`config.mk`:
```
export PLATFORM = sky130hd
export DESIGN_NAME = ps2_key_decoder_flat
export DESIGN_NICKNAME = d
export VERILOG_FILES = /design/src/rtl/ps2_key_decoder_if.sv /design/src/rtl/ps2_key_decoder.sv /design/src/flat_wrapper.sv
export SDC_FILE = /design/constraint.sdc
export NUM_CORES = 1
export LEC_CHECK = 0
export CAP_MARGIN = 10
export CELL_PAD_IN_SITES_DETAIL_PLACEMENT = 2
export CELL_PAD_IN_SITES_GLOBAL_PLACEMENT = 2
export CORE_MARGIN = 5
export CORE_UTILIZATION = 36
export CTS_CLUSTER_SIZE = 20
export DETAILED_ROUTE_END_ITERATION = 12
export GPL_ROUTABILITY_DRIVEN = 0
export PLACE_DENSITY = 0.86
export SKIP_CTS_REPAIR_TIMING = 1
export SYNTH_ARGS = -nofsm -noshare
export SYNTH_HDL_FRONTEND = slang
export SYNTH_SLANG_ARGS = --single-unit
```
`constraint.sdc`:
```
create_clock -name iVGA_CLK -period 2.5 [get_ports iVGA_CLK]
set_input_delay 0.25 -clock iVGA_CLK [delete_from_list [all_inputs] [get_ports iVGA_CLK]]
set_output_delay 0.25 -clock iVGA_CLK [all_outputs]
set_load 0.005 [all_outputs]
```
`src/rtl/ps2_key_decoder_if.sv`:
```
// Byte stream in, game-control levels and pulses out, between a PS/2 receiver and the decoder.
interface ps2_key_decoder_if;
    logic [7:0] ps2_data;
    logic       ps2_valid;
    logic       move_left;
    logic       move_right;
    logic       fire;
    logic       pause;
    logic       seq_error;

    modport master (
        output ps2_data, ps2_valid,
        input  move_left, move_right, fire, pause, seq_error
    );

    modport slave (
        input  ps2_data, ps2_valid,
        output move_left, move_right, fire, pause, seq_error
    );
endinterface

```
`src/rtl/ps2_key_decoder.sv`:
```
// PS/2 set-2 scancode decoder: tracks make/break/extended prefixes and turns
// A/D/arrows/space/P into move, fire and pause controls, with a prefix timeout.
module ps2_key_decoder #(
    parameter logic [20:0] TIMEOUT_CYCLES = 21'd1250000
) (
    input  logic              iVGA_CLK,
    input  logic              iRST_n,
    ps2_key_decoder_if.slave  bus
);

    localparam int unsigned CNT_W = 21;
    localparam logic [7:0] CODE_EXT   = 8'hE0;
    localparam logic [7:0] CODE_BRK   = 8'hF0;
    localparam logic [7:0] CODE_A     = 8'h1C;
    localparam logic [7:0] CODE_D     = 8'h23;
    localparam logic [7:0] CODE_SPACE = 8'h29;
    localparam logic [7:0] CODE_P     = 8'h4D;
    localparam logic [7:0] CODE_LARR  = 8'h6B;
    localparam logic [7:0] CODE_RARR  = 8'h74;
    localparam logic [CNT_W-1:0] CNT_LAST = CNT_W'(TIMEOUT_CYCLES - 21'd1);
    localparam logic [CNT_W-1:0] CNT_MAX  = {CNT_W{1'b1}};

    typedef enum logic [1:0] {IDLE, EXT, BRK, EXT_BRK} state_t;

    state_t           r_state, w_state_nxt;
    logic [CNT_W-1:0] r_cnt, w_cnt_nxt;
    logic r_left_n, r_left_e, r_right_n, r_right_e, r_space, r_p;
    logic w_left_n, w_left_e, w_right_n, w_right_e, w_space, w_p;
    logic r_move_left, r_move_right, r_fire, r_pause, r_seq_error;
    logic w_move_left, w_move_right, w_fire, w_pause, w_seq_error;
    logic w_make, w_brk, w_ext;

    // State register, counter, held flags and registered outputs
    always_ff @(posedge iVGA_CLK or negedge iRST_n) begin
        if (!iRST_n) begin
            r_state      <= IDLE;
            r_cnt        <= '0;
            r_left_n     <= 1'b0;
            r_left_e     <= 1'b0;
            r_right_n    <= 1'b0;
            r_right_e    <= 1'b0;
            r_space      <= 1'b0;
            r_p          <= 1'b0;
            r_move_left  <= 1'b0;
            r_move_right <= 1'b0;
            r_fire       <= 1'b0;
            r_pause      <= 1'b0;
            r_seq_error  <= 1'b0;
        end else begin
            r_state      <= w_state_nxt;
            r_cnt        <= w_cnt_nxt;
            r_left_n     <= w_left_n;
            r_left_e     <= w_left_e;
            r_right_n    <= w_right_n;
            r_right_e    <= w_right_e;
            r_space      <= w_space;
            r_p          <= w_p;
            r_move_left  <= w_move_left;
            r_move_right <= w_move_right;
            r_fire       <= w_fire;
            r_pause      <= w_pause;
            r_seq_error  <= w_seq_error;
        end
    end

    // Next-state, timeout and key-flag logic
    always_comb begin
        w_state_nxt = r_state;
        w_cnt_nxt   = r_cnt;
        w_left_n    = r_left_n;
        w_left_e    = r_left_e;
        w_right_n   = r_right_n;
        w_right_e   = r_right_e;
        w_space     = r_space;
        w_p         = r_p;
        w_pause     = r_pause;
        w_fire      = 1'b0;
        w_seq_error = 1'b0;
        w_make      = 1'b0;
        w_brk       = 1'b0;
        w_ext       = 1'b0;

        if (bus.ps2_valid) begin
            // A byte always wins over a coincident timeout
            w_cnt_nxt = '0;
            unique case (r_state)
                IDLE: begin
                    if (bus.ps2_data == CODE_EXT)      w_state_nxt = EXT;
                    else if (bus.ps2_data == CODE_BRK) w_state_nxt = BRK;
                    else                               w_make      = 1'b1;
                end
                EXT: begin
                    if (bus.ps2_data == CODE_BRK)      w_state_nxt = EXT_BRK;
                    else if (bus.ps2_data != CODE_EXT) begin
                        w_make      = 1'b1;
                        w_ext       = 1'b1;
                        w_state_nxt = IDLE;
                    end
                end
                BRK: begin
                    w_brk       = 1'b1;
                    w_state_nxt = IDLE;
                end
                EXT_BRK: begin
                    w_brk       = 1'b1;
                    w_ext       = 1'b1;
                    w_state_nxt = IDLE;
                end
            endcase
        end else if (r_state != IDLE) begin
            if (r_cnt == CNT_LAST) begin
                w_state_nxt = IDLE;
                w_seq_error = 1'b1;
                w_cnt_nxt   = '0;
            end else if (r_cnt != CNT_MAX) begin
                w_cnt_nxt = r_cnt + CNT_W'(1);
            end
        end

        // A flag takes the make bit, so a break on an already-clear flag is a no-op
        if (w_make || w_brk) begin
            if (!w_ext) begin
                case (bus.ps2_data)
                    CODE_A: w_left_n  = w_make;
                    CODE_D: w_right_n = w_make;
                    CODE_SPACE: begin
                        w_space = w_make;
                        w_fire  = w_make && !r_space && !r_pause;
                    end
                    CODE_P: begin
                        w_p = w_make;
                        if (w_make && !r_p) w_pause = ~r_pause;
                    end
                    default: ;
                endcase
            end else begin
                case (bus.ps2_data)
                    CODE_LARR: w_left_e  = w_make;
                    CODE_RARR: w_right_e = w_make;
                    default: ;
                endcase
            end
        end

        w_move_left  = (w_left_n | w_left_e) & ~(w_right_n | w_right_e) & ~w_pause;
        w_move_right = (w_right_n | w_right_e) & ~(w_left_n | w_left_e) & ~w_pause;
    end

    assign bus.move_left  = r_move_left;
    assign bus.move_right = r_move_right;
    assign bus.fire       = r_fire;
    assign bus.pause      = r_pause;
    assign bus.seq_error  = r_seq_error;

endmodule

```
`src/flat_wrapper.sv`:
```
// flat-port wrapper written by rule: the top's interface ports become plain ports
module ps2_key_decoder_flat 
#(
    parameter logic [20:0] TIMEOUT_CYCLES = 21'd1250000
)
  (iVGA_CLK, iRST_n, bus_ps2_data, bus_ps2_valid, bus_move_left, bus_move_right, bus_fire, bus_pause, bus_seq_error);
  ps2_key_decoder_if bus_i ();
  input  logic iVGA_CLK;
  input  logic iRST_n;
  input wire logic [$bits(bus_i.ps2_data)-1:0] bus_ps2_data;
  input wire logic [$bits(bus_i.ps2_valid)-1:0] bus_ps2_valid;
  output wire logic [$bits(bus_i.move_left)-1:0] bus_move_left;
  output wire logic [$bits(bus_i.move_right)-1:0] bus_move_right;
  output wire logic [$bits(bus_i.fire)-1:0] bus_fire;
  output wire logic [$bits(bus_i.pause)-1:0] bus_pause;
  output wire logic [$bits(bus_i.seq_error)-1:0] bus_seq_error;
  assign bus_i.ps2_data = bus_ps2_data;
  assign bus_i.ps2_valid = bus_ps2_valid;
  assign bus_move_left = bus_i.move_left;
  assign bus_move_right = bus_i.move_right;
  assign bus_fire = bus_i.fire;
  assign bus_pause = bus_i.pause;
  assign bus_seq_error = bus_i.seq_error;
  ps2_key_decoder #(.TIMEOUT_CYCLES(TIMEOUT_CYCLES)) u_core (.iVGA_CLK(iVGA_CLK), .iRST_n(iRST_n), .bus(bus_i));
endmodule
```
==> metrics list <==
- Largest net degree at the start of global routing: 35
- Switching share of power: 24.7%
* Total setup violations reported at the end of the flow: 0
- Final design area excluding fillers: 2260 µm²
- Fraction of met2 tracks used by global routing: 29.9%
- Dividing the final minimum period by the clock period gives 90.0%.
- Syn Std Cell Area: 1920 µm²
- In the final timing run, aggregate negative setup slack is 0 ns.
- Counting flops with an async set or reset pin after synthesis yields a share of 100%.
- Setup repair after global routing left no endpoint under its margin.
- Gate Count Post-Synth: 200
* TritonCTS clock tree: built
- After global routing, the most crowded layer is met2.
- The clock drives 34 sinks.
- OpenSTA, run right after detailed placement, puts the worst setup slack at 0.0645 ns.
* Remaining antenna violation count after routing: 0
- In the global route stage, met1 resource usage came out at 19.1%.
- Via count: 1714
- Number of buffers between clock root and the deepest sink: 2
* Starting density of the core: 37.4%
- STA classifies the critical path endpoint as a flop.
- Of the cells placed in the final design, the portion with a size suffix greater than 1 is 11.2%.
- Number of distinct library cells after synthesis: 49
- Post-Route Hold Slack: 0.366 ns
* Max FO, Critical Path: 14
* Relative slew margins: 46.2%
- Final worst path period need: 2.25 ns
* Most common cell after layout, fill and taps aside: sky130_fd_sc_hd__dfrtp_1
- The number of hold violations in the final report came to 0.
* Ports: 16
- Peak VDD IR: 0.225 mV
* Count of yosys warnings during synthesis: 0
- For this design the total switching power over the nets is 0.265 mW.
* Count of input and output buffers: 15
- Floorplan die height: 83.1 µm
- Maxcap violations: 0
- Static Leak: 0.907 nW
- Most used flip-flop cell after synthesis: sky130_fd_sc_hd__dfrtp_1
* Number of antenna violations at the first check in global routing: 0
- Register bit count reported by yosys: 34
* Clock buffer count from CTS: 5
- For the worst-skew pair, the clock arrives at the later sink with an insertion delay of 0.29 ns.
* Slew Viols, Final: 0
- Run status: completed
- CP startpoint kind: flop
- Nets in the synthesized netlist: 212
* Routed WL per cell: 19.0 µm
- Post-placement cell area: 2180 µm²
- From synthesis to final layout, the design area changed by 17.4%.
- Slew at the pin with the worst max-slew slack: 0.795 ns
- Number of enable flip-flop cells after synthesis: 0
* Power share of the combinational group: 10.6%
- The first global-routing pass estimated 9320 µm of wire.
- Worst hold path class: in -> async
- The detailed router finished its first iteration with 59 violations.
* Count of standard-cell rows: 26
* Drt pass-1 iters: 4
* Nets: 236
- In this run the clock root is driven by a sky130_fd_sc_hd__clkbuf_8.
- Registers are responsible for 53.7% of the overall power.
- Critical path required time: 2.67 ns
- Combined global-route utilization of all metal layers: 16.6%
* Remaining design rule violation count: 0
- The floorplan step defined a core boundary enclosing 5140 µm².
* Area of the die: 6900 µm²
- Leading cell types in the layout, fill and taps excluded: 34 x sky130_fd_sc_hd__dfrtp_1, 17 x sky130_fd_sc_hd__nor2_1, 15 x sky130_fd_sc_hd__clkdlybuf4s50_1, 14 x sky130_fd_sc_hd__nand2_1
- Ratio of routed vias to standard cells: 5.83
* Cell internal power dissipation: 0.810 mW
- Static timing analysis puts the maximum clock frequency at 444 MHz.
- The total overflow left after global routing is 0.
- For this design the ratio of total power to cell area is 476 nW/µm².
- The clock arrives with 0.00307 ns of skew.
* GR Util met3: 2.87%
* Overall die width: 83.1 µm
- After synthesis, flip-flops and latches occupy 44.2% of the total area.
* Mean cell area of the mapped netlist: 9.62 µm²
- Wires add up to 5580 µm.
- Final worst setup slack: 0.250 ns
- The number of antenna diodes in the final layout is 0.
* Worst EP arrival: 2.42 ns
- Detailed placement HPWL: 4260 µm
- The worst setup path is of the reg -> reg kind.
* Clock transition at path regs: 0.07 ns
* CTS H-Tree Depth: 2
- The share of total power dissipated in the clock network is 35.7%.
- The via count of the first global-routing pass is 1864.
-- cell type report --
cell class / count / area [µm²]
clock buffers: 7 / 76.3
fillers: 596 / 2880
inverters: 4 / 15.0
multi-input cells: 157 / 1030
flip-flops and latches: 34 / 851
well taps: 70 / 87.6
repair buffers: 22 / 203
-- metal layers --
metal | vias up | routed length (µm)
met3 | 8 | 141
met4 | 0 | 88
li1 | 808 | -
met5 | - | 0
met1 | 875 | 2350
met2 | 23 | 3000
-- cell usage after synthesis (2+ instances only) --
cell | instances | share of area [%]
sky130_fd_sc_hd__and3_1 | 3 | 0.98
sky130_fd_sc_hd__a31oi_1 | 2 | 0.65
sky130_fd_sc_hd__o31ai_1 | 6 | 2.3
sky130_fd_sc_hd__nor4_1 | 3 | 0.98
sky130_fd_sc_hd__nor2b_1 | 2 | 0.65
sky130_fd_sc_hd__inv_1 | 4 | 0.78
sky130_fd_sc_hd__and4_1 | 2 | 0.91
sky130_fd_sc_hd__a22o_1 | 3 | 1.4
sky130_fd_sc_hd__nand4b_1 | 5 | 2.3
sky130_fd_sc_hd__or4_1 | 7 | 2.7
sky130_fd_sc_hd__a211oi_1 | 2 | 0.78
sky130_fd_sc_hd__mux2_2 | 2 | 1.2
sky130_fd_sc_hd__clkbuf_1 | 2 | 0.39
sky130_fd_sc_hd__xnor2_1 | 5 | 2.3
sky130_fd_sc_hd__a31o_2 | 2 | 0.91
sky130_fd_sc_hd__dfrtp_1 | 34 | 44
sky130_fd_sc_hd__nor3b_1 | 2 | 0.78
sky130_fd_sc_hd__nand3_1 | 10 | 2.6
sky130_fd_sc_hd__nand4_1 | 6 | 2.0
sky130_fd_sc_hd__o21ai_0 | 11 | 2.9
sky130_fd_sc_hd__or3_1 | 3 | 0.98
sky130_fd_sc_hd__nand2_1 | 14 | 2.7
sky130_fd_sc_hd__xor2_1 | 4 | 1.8
sky130_fd_sc_hd__nor4bb_1 | 5 | 2.6
sky130_fd_sc_hd__a21oi_1 | 11 | 2.9
sky130_fd_sc_hd__or2_2 | 3 | 0.98
sky130_fd_sc_hd__nor3_1 | 9 | 2.3
sky130_fd_sc_hd__nor2_1 | 17 | 3.3
-- logic make-up (layout without fill, tap and decap cells) --
kind of cell,count (synthesis),after routing,synth area share (%)
XOR/XNOR,9,9,4.10
adder cells (fa/ha/maj),1,1,0.651
flip-flops,34,34,44.2
multiplexers,2,2,1.17
AND/OR/NAND/NOR,101,101,32.6
AO/OA/AOI/OAI,44,44,14.8
buffers and inverters,9,33,2.41
-- sequential cells by signal (all words and copies together) (netlist names) --
register               cells
u_core.r_right_e           1
u_core.bus.pause           1
u_core.bus.seq_error       1
u_core.r_left_e            1
u_core.bus.fire            1
u_core.r_cnt              21
u_core.r_left_n            1
u_core.r_p                 1
u_core.r_space             1
u_core.bus.move_left       1
u_core.bus.move_right      1
u_core.r_state             2
u_core.r_right_n           1
-- critical path: stages, from the launching register on --
cell,delay (ns)
sky130_fd_sc_hd__dfrtp_1,0.38
sky130_fd_sc_hd__ha_1,0.20
sky130_fd_sc_hd__nand3_1,0.12
sky130_fd_sc_hd__or3_1,0.45
sky130_fd_sc_hd__o21ai_2,0.48
sky130_fd_sc_hd__nor2_1,0.20
sky130_fd_sc_hd__mux2_2,0.30
-- path summary, 6_finish.rpt --
kind                                          to             from  slack, ns  cells past startpoint
worst max-delay path             u_core.r_cnt[0]  u_core.r_cnt[0]       0.25                      6
worst min-delay path            u_core.r_cnt[19]           iRST_n       0.37                      2
worst max register to register   u_core.r_cnt[0]  u_core.r_cnt[0]       0.25                      6
worst min register to register   u_core.bus.fire   u_core.r_space       0.43                      1
max in group asynchronous       u_core.r_right_e           iRST_n       1.83                      2
min in group iVGA_CLK            u_core.bus.fire   u_core.r_space       0.43                      1
-- power groups by stage --
stage / Clock, mW / Combinational (mW) / Sequential (mW)
finish: 0.383 / 0.114 / 0.578
floorplan: 0 / 0.0552 / 0.586
global route: 0.418 / 0.127 / 0.579
global placement: 0 / 0.112 / 0.587
detailed placement: 0 / 0.116 / 0.589
CTS: 0.394 / 0.117 / 0.578
-- metrics by stage --
step	util, %	cells	power (mW)
after CTS	43.9	294	1.09
after floorplan	-	200	0.641
final	43.9	294	1.08
after detailed placement	42.5	287	0.705
after global placement	42.5	287	0.699
after global routing	43.9	294	1.12
Note: power is estimated with default switching activity, not from simulation.
